===== src/rtl/dmem_responder.sv =====
// Data-memory responder for the core's load/store port: valid/ready request
// in, single-cycle response out after a fixed number of wait states.
module dmem_responder #(
  parameter int unsigned DEPTH       = 64,
  parameter int unsigned WAIT_CYCLES = 2,
  parameter logic [31:0] INIT_VAL    = 32'h0000_0000
) (
  input  logic        Clk,
  input  logic        Rst,
  input  logic        ReqValid,
  output logic        ReqReady,
  input  logic        ReqWrite,
  input  logic [31:0] ReqAddr,
  input  logic [31:0] ReqWData,
  output logic        RspValid,
  output logic [31:0] RspRData,
  output logic        RspErr,
  output logic        Busy
);

  localparam int unsigned AW         = (DEPTH > 1) ? $clog2(DEPTH) : 1;
  localparam int unsigned CW         = (WAIT_CYCLES > 1) ? $clog2(WAIT_CYCLES) : 1;
  localparam logic [CW-1:0] CNT_LAST = CW'((WAIT_CYCLES > 0) ? WAIT_CYCLES - 1 : 0);
  localparam logic [31:0] ADDR_LIMIT = 32'(4 * DEPTH);

  typedef enum logic [1:0] {
    S_IDLE,
    S_WAIT,
    S_RESP
  } state_t;

  state_t        r_state;
  state_t        w_next;
  logic [CW-1:0] r_cnt;

  logic          r_write;
  logic [31:0]   r_addr;
  logic [31:0]   r_wdata;

  logic [31:0]   r_mem [DEPTH];
  logic [31:0]   r_rdata;
  logic          r_err;

  logic          w_hs;
  logic          w_enter_resp;
  logic          w_acc_write;
  logic          w_acc_err;
  logic [31:0]   w_acc_addr;
  logic [31:0]   w_acc_wdata;
  logic [AW-1:0] w_idx;

  assign w_hs = (r_state == S_IDLE) && ReqValid;

  // State register
  always_ff @(posedge Clk) begin
    if (Rst) begin
      r_state <= S_IDLE;
    end else begin
      r_state <= w_next;
    end
  end

  // Next-state logic
  always_comb begin
    w_next = r_state;
    case (r_state)
      S_IDLE: begin
        if (ReqValid) begin
          w_next = (WAIT_CYCLES > 0) ? S_WAIT : S_RESP;
        end
      end
      S_WAIT: begin
        if (r_cnt == CNT_LAST) begin
          w_next = S_RESP;
        end
      end
      S_RESP:  w_next = S_IDLE;
      default: w_next = S_IDLE;
    endcase
  end

  // Wait-state counter: one count per WAIT cycle, cleared elsewhere
  always_ff @(posedge Clk) begin
    if (Rst) begin
      r_cnt <= '0;
    end else if (r_state == S_WAIT) begin
      r_cnt <= (r_cnt == CNT_LAST) ? '0 : r_cnt + CW'(1);
    end else begin
      r_cnt <= '0;
    end
  end

  // Request capture on handshake
  always_ff @(posedge Clk) begin
    if (Rst) begin
      r_write <= 1'b0;
      r_addr  <= '0;
      r_wdata <= '0;
    end else if (w_hs) begin
      r_write <= ReqWrite;
      r_addr  <= ReqAddr;
      r_wdata <= ReqWData;
    end
  end

  // With zero wait states RESP is entered on the handshake edge itself, so the
  // access must use the live request rather than the not-yet-latched copy.
  always_comb begin
    if (r_state == S_IDLE) begin
      w_acc_write = ReqWrite;
      w_acc_addr  = ReqAddr;
      w_acc_wdata = ReqWData;
    end else begin
      w_acc_write = r_write;
      w_acc_addr  = r_addr;
      w_acc_wdata = r_wdata;
    end
  end

  assign w_acc_err    = (w_acc_addr[1:0] != 2'b00) || (w_acc_addr >= ADDR_LIMIT);
  assign w_idx        = w_acc_addr[AW+1:2];
  assign w_enter_resp = (w_next == S_RESP) && (r_state != S_RESP);

  // Backing store: full clear on reset, commit only on a clean store
  always_ff @(posedge Clk) begin
    if (Rst) begin
      for (int unsigned i = 0; i < DEPTH; i++) begin
        r_mem[AW'(i)] <= INIT_VAL;
      end
    end else if (w_enter_resp && w_acc_write && !w_acc_err) begin
      r_mem[w_idx] <= w_acc_wdata;
    end
  end

  // Response payload captured on the edge entering RESP
  always_ff @(posedge Clk) begin
    if (Rst) begin
      r_rdata <= '0;
      r_err   <= 1'b0;
    end else if (w_enter_resp) begin
      r_err   <= w_acc_err;
      r_rdata <= (w_acc_write || w_acc_err) ? '0 : r_mem[w_idx];
    end
  end

  // Outputs are decoded from state only and forced quiet while in reset
  always_comb begin
    ReqReady = !Rst && (r_state == S_IDLE);
    RspValid = !Rst && (r_state == S_RESP);
    Busy     = !Rst && (r_state != S_IDLE);
    RspRData = RspValid ? r_rdata : '0;
    RspErr   = RspValid && r_err;
  end

endmodule


===== config.mk =====
export PLATFORM = sky130hd
export DESIGN_NAME = dmem_responder
export DESIGN_NICKNAME = d
export VERILOG_FILES = /design/src/rtl/dmem_responder.sv
export SDC_FILE = /design/constraint.sdc
export NUM_CORES = 2
export LEC_CHECK = 0
export CORE_AREA = 2 2 428 430
export CTS_CLUSTER_DIAMETER = 80
export DETAILED_ROUTE_END_ITERATION = 7
export DIE_AREA = 0 0 430 432
export PLACE_DENSITY = 0.69
export SYNTH_ARGS = -nofsm -noshare
export SYNTH_HDL_FRONTEND = slang
export SYNTH_SLANG_ARGS = --single-unit
export TNS_END_PERCENT = 50

===== constraint.sdc =====
create_clock -name Clk -period 5.3 [get_ports Clk]
set_clock_uncertainty 0.05 [all_clocks]
set_input_delay 0.53 -clock Clk [delete_from_list [all_inputs] [get_ports Clk]]
set_output_delay 0.53 -clock Clk [all_outputs]
set_load 0.03 [all_outputs]

After elaboration in Yosys (flattened, before gate mapping)
Memories as Yosys holds them, arrays and structs flattened.
Cells that the tools add are included.
- add/sub/neg operators: 1
- magnitude comparators: 1
- eq/ne operators: 4
- mux-type cells: 16
- bitwise operators: 1
- reduce and logical (&&, ||, !) cells: 17
- operators with widths (cell ; count):
    $mux 32 ; 5
    $ge 32x9->1 const B ; 1
    $reduce_or 32->1 ; 1
    $logic_and 1x1->1 ; 8
    $mux 1 ; 7
    $mux 6 ; 1
    $eq 2x2->1 const B ; 2
    $mux 2 ; 2
    $pmux 2 s2 ; 1
    $reduce_bool 2->1 ; 2
    $reduce_or 3->1 ; 1
    $eq 2x1->1 const B ; 1
    $logic_not 1->1 ; 2
    $logic_not 2->1 ; 1
    $logic_or 1x1->1 ; 2
    $ne 2x2->1 const B ; 1
    $add 1x1->1 const B ; 1
    $not 1->1 ; 1
- flip-flop bits (word level): 101
- bits in writable memories: 2048
- input port bits: 68
- output and inout port bits: 36
- memories: 1
- memories (name ; words ; bits a word ; read ports ; clocked after Yosys merged registers in ; wr ports ; RTL line ; RTL):
    r_mem ; 64 ; 32 ; 1 ; 0 ; 64 ; 40 ; logic [31:0] r_mem [DEPTH];

Logic depth before layout (Yosys ltp)
- depth in word-level cells: 11
- depth in mapped cells: 12

Least setup slack after synthesis
Ideal clock, no wire load.
- path type: input -> register
- start: in ReqAddr[4]
- end: mem r_mem[20][0], enable pin
- data arrival time: 2.722 ns
- data required time: 4.856 ns
- path slack: 2.134 ns
- stages: 8
- cells stage by stage: nor3b_2 buf_4 a22oi_2 buf_2 buf_2 nor2_1 nand2_1 nand2b_1
- RTL lines (item ; RTL line ; RTL):
    start, declared ; 13 ; input logic [31:0] ReqAddr,
    end, declared ; 40 ;

Worst setup path after layout
- start: reg r_state[1]
- end: reg r_rdata[8]
- word-level cells in the longest chain between the ends: 6
- elaborated cells on any way between the ends: 16
- classes of those cells: order compare (1); eq/ne (3); mux (6); reduce/logical (5); memory (1)
- RTL lines (item ; RTL line ; RTL):
    start, declared ; 32 ; state_t r_state;
    start signal, assigned ; 59 ; r_state <= w_next;
    $logic_not 2->1 ; 66, 109 ;
    $mux 32 ; 109 ; if (r_state == S_IDLE) begin
    $ge 32x9->1 / $reduce_bool 2->1 (equally long branches) ; 120 ; assign w_acc_err = (w_acc_addr[1:0] != 2'b00) || (w_acc_addr >= ADDR_LIMIT);
    $logic_or 1x1->1 ; 120 ;
    $logic_or 1x1->1 ; 142 ; r_rdata <= (w_acc_write || w_acc_err) ? '0 : r_mem[w_idx];
    $mux 32 ; 142 ;
    end signal, assigned ; 142 ;
    end, declared ; 41 ; logic [31:0] r_rdata;
Parallel ways exist; a longest one is shown, timed or not.
A chain may end at the register's enable or synchronous reset.

==> metrics <==
P_int 28.7 mW; DR pass1 iterations 8; library cells used by synthesis 66; R2R setup slack 110 ps; Reg-to-Reg Start r_state[1]; cell count after synthesis 7750; Detail Route Antenna Nets 0; PortBufs 103; global-route wire length before repair 481000 microns; Combinational Power Share 0.136; Routed WL 346000 microns; clock buffer depth 3; root buffer cell clkbuf_16; Flop pwr share 0.487; required time of the critical path 6040 ps; worst-margin pin slew 1420 ps; synthesis-to-layout area growth 15.0%; unrepaired setup endpoints after global routing no; number of synthesized flops with an enable pin 2048; Crit Path Max Fanout 50; Die W 430 microns; share of post-route cells with drive strength above 1 0.116; Seq/Total Area, Yosys 0.705; largest net degree at the start of global routing 67; Die ar. 186000 sq um; worst r2r dst r_rdata[8]; # rows 157; post-CTS sizing 0; Critical Path AT 5940 ps; setup TNS 0 ps; initial antenna violation count 24; CP startpoint kind register; Placed Cells incl. Taps 10.0k; Reg clk slew, reported paths 70 ps; post-layout util 0.570; outcome complete, no violations; Fin. Hold Viols 0; postcts setup bufs 0; Main synth FF type edfxtp_1; CTS H-Tree Depth 4; gr ovfl total 0; wire per inst 33.2 microns; drt initial violations 12.8k; Fmax 193 MHz; Post-Syn Area 90100 sq um; total CTS buffers 212; Initial Util 0.496; Max Slew Vio Count 0; CTS tree built; Slew HR 0.0424; Yosys warning count 0; #FFs+latches synth 2149; via count 69.2k; fin cells 10.4k; Hold Crit Endpoint r_err; # IOs 104; clock power share 0.378; CP endpoint kind register; Crit Path Category reg2reg; Worst Reg-to-Reg Cells 11; switching power 10.9 mW; Hold Path Stages 2; # DRC 0; Pleak 36.3 nW; dpl hpwl 203000 microns; min-delay src Rst; clk_lat worst skew 890 ps; RD Place Congestion 1.04; Tot GR Track Use 0.366; syn_nets 7818; overall die height 432 microns; clock sink count 2149; peak supply drop 0.327 mV; post-cts hold buffer count 0; Final min period 5190 ps; final period utilization 0.980; Pwr Total 39.7 mW; Avg Cell Area, Syn 11.6 sq um; Max-Cap Viols 0; FFs w/ async S/R, synth 0; Worst Hold Class in2reg; DR vias/cell 6.65; switching share of power 0.275; final hold slack 139 ps; power per cell area 383 nW/um^2; CORE AREA 182000 sq um; nets@finish 7899; Finish-stage setup viols 0; number of global-route vias before repair 64.9k
[worst max-delay path, cell delays in order (launching register included)]
cell and delay [ps]:
dfxtp_1 480, o21ai_0 620, and2_4 1010, buf_12 310, buf_4 240, nand2_1 70
a32oi_1 200, a31oi_1 270, nor4_1 1230, buf_4 280, o211ai_1 90, o21ai_0 190
[cells in the mapped netlist, types with 4 or more instances]
master        n  share of area
o2111ai_1    17         0.0017
a211oi_1      4        0.00033
mux2_2        6        0.00075
nand4_1      11        0.00076
a22o_1        8        0.00078
nor3_1       80         0.0044
a221oi_1      9        0.00088
o31ai_1      44         0.0037
dfxtp_1     101          0.022
and2_1       39         0.0027
a32o_1       63         0.0070
o21ai_0      50         0.0028
mux2i_1     168          0.019
a32oi_1      59         0.0057
buf_2       148         0.0082
o41ai_1      13         0.0013
buf_4         8        0.00067
and3_1        8        0.00056
or4_1        12         0.0010
a21boi_0      5        0.00042
a22oi_1       5        0.00042
nor4_1       60         0.0042
nor2_2        6        0.00042
a21oi_1     176         0.0098
edfxtp_1   2048           0.68
clkbuf_1    520          0.022
nor2b_1       7        0.00049
a31oi_1      91         0.0063
nor2_1     2205          0.092
o22ai_1     423          0.029
nand2_1     922          0.038
a22oi_2       4        0.00056
o221ai_1     51         0.0050
buf_1        43         0.0018
nand3_1     219          0.012
or2_2         4        0.00028
nand2b_1     70         0.0049
[area by class of cell]
| type | count | area, sq um |
|---|---|---|
| Fill cell | 14600 | 78200 |
| Sequential cell | 2149 | 63500 |
| Multi-Input combinational cell | 4878 | 24300 |
| Clock buffer | 309 | 5900 |
| Timing Repair Buffer | 587 | 5840 |
| Tap cell | 2385 | 2980 |
| Clock inverter | 87 | 926 |
| Antenna cell | 10 | 25.0 |
| Inverter | 3 | 11.3 |
[sequential cells by signal, indices dropped and copies added (netlist names)]
name,flops
r_wdata,32
r_rdata,32
r_err,1
r_write,1
r_mem,2048
r_cnt,1
r_state,2
r_addr,32
[cell families after synthesis]
group	share of synthesized area
muxes	0.0194
AOI/OAI and AO/OA	0.0792
and+or+nand+nor	0.163
DFF	0.705
buffers and inverters	0.0326
[power groups by stage]
stage	sequential [mW]	clock [mW]	combinational, mW
final	19.3	15.0	5.38
after global routing	19.3	15.6	5.40
after CTS	19.3	14.9	5.11
after detailed placement	19.6	0	5.09
after global placement	19.6	0	5.05
after floorplan	19.6	0	2.45
[how the worst max path moves through the flow]
stage	startpoint	endpoint	slack [ps]	depth (start not counted)
6_report	r_state[1]	r_rdata[8]	110	11
5_1_grt	r_state[0]	r_rdata[8]	280	11
4_1_cts	r_state[1]	r_rdata[29]	470	10
3_5_place_dp	ReqAddr[3]	r_rdata[29]	240	11
3_3_place_gp	ReqAddr[4]	r_rdata[19]	130	8
2_1_floorplan	ReqAddr[4]	r_mem[20][0]	2130	8
[layout by cell type, fill, tap and decap left out, types with 12 or more instances in the layout]
| master | instances |
|---|---|
| buf_12 | 94 |
| and2_1 | 37 |
| nand2_1 | 920 |
| nor3_1 | 80 |
| clkinv_2 | 24 |
| nor4_1 | 59 |
| clkdlybuf4s50_1 | 102 |
| buf_4 | 388 |
| dfxtp_1 | 101 |
| clkbuf_16 | 212 |
| o2111ai_1 | 17 |
| a32oi_1 | 59 |
| clkinv_1 | 30 |
| o221ai_1 | 51 |
| a32o_1 | 63 |
| mux2i_1 | 136 |
| a21oi_1 | 176 |
| nor2_1 | 2200 |
| edfxtp_1 | 2048 |
| clkbuf_8 | 23 |
| nand2b_2 | 64 |
| o31ai_1 | 43 |
| mux2i_4 | 32 |
| o21ai_0 | 49 |
| a31oi_1 | 91 |
| clkbuf_1 | 71 |
| or4_1 | 12 |
| o22ai_1 | 423 |
| nand3_1 | 218 |
[through the flow]
stage | setup slack [ps] | cell area (sq um)
detailed placement | 245 | 96600
global placement | 128 | 96600
global route | 283 | 104000
CTS | 472 | 103000
floorplan | 2130 | 90100
finish | 105 | 104000
[routing by layer]
metal  GRT usage  part of all wire  up-vias
li1            -                 -    27900
met1       0.463              0.33    33600
met2       0.529              0.42     6353
met3       0.124              0.16     1286
met4       0.258             0.084       20
met5           0           0.00033        -
No activity file was read; power rests on OpenSTA's default activity.
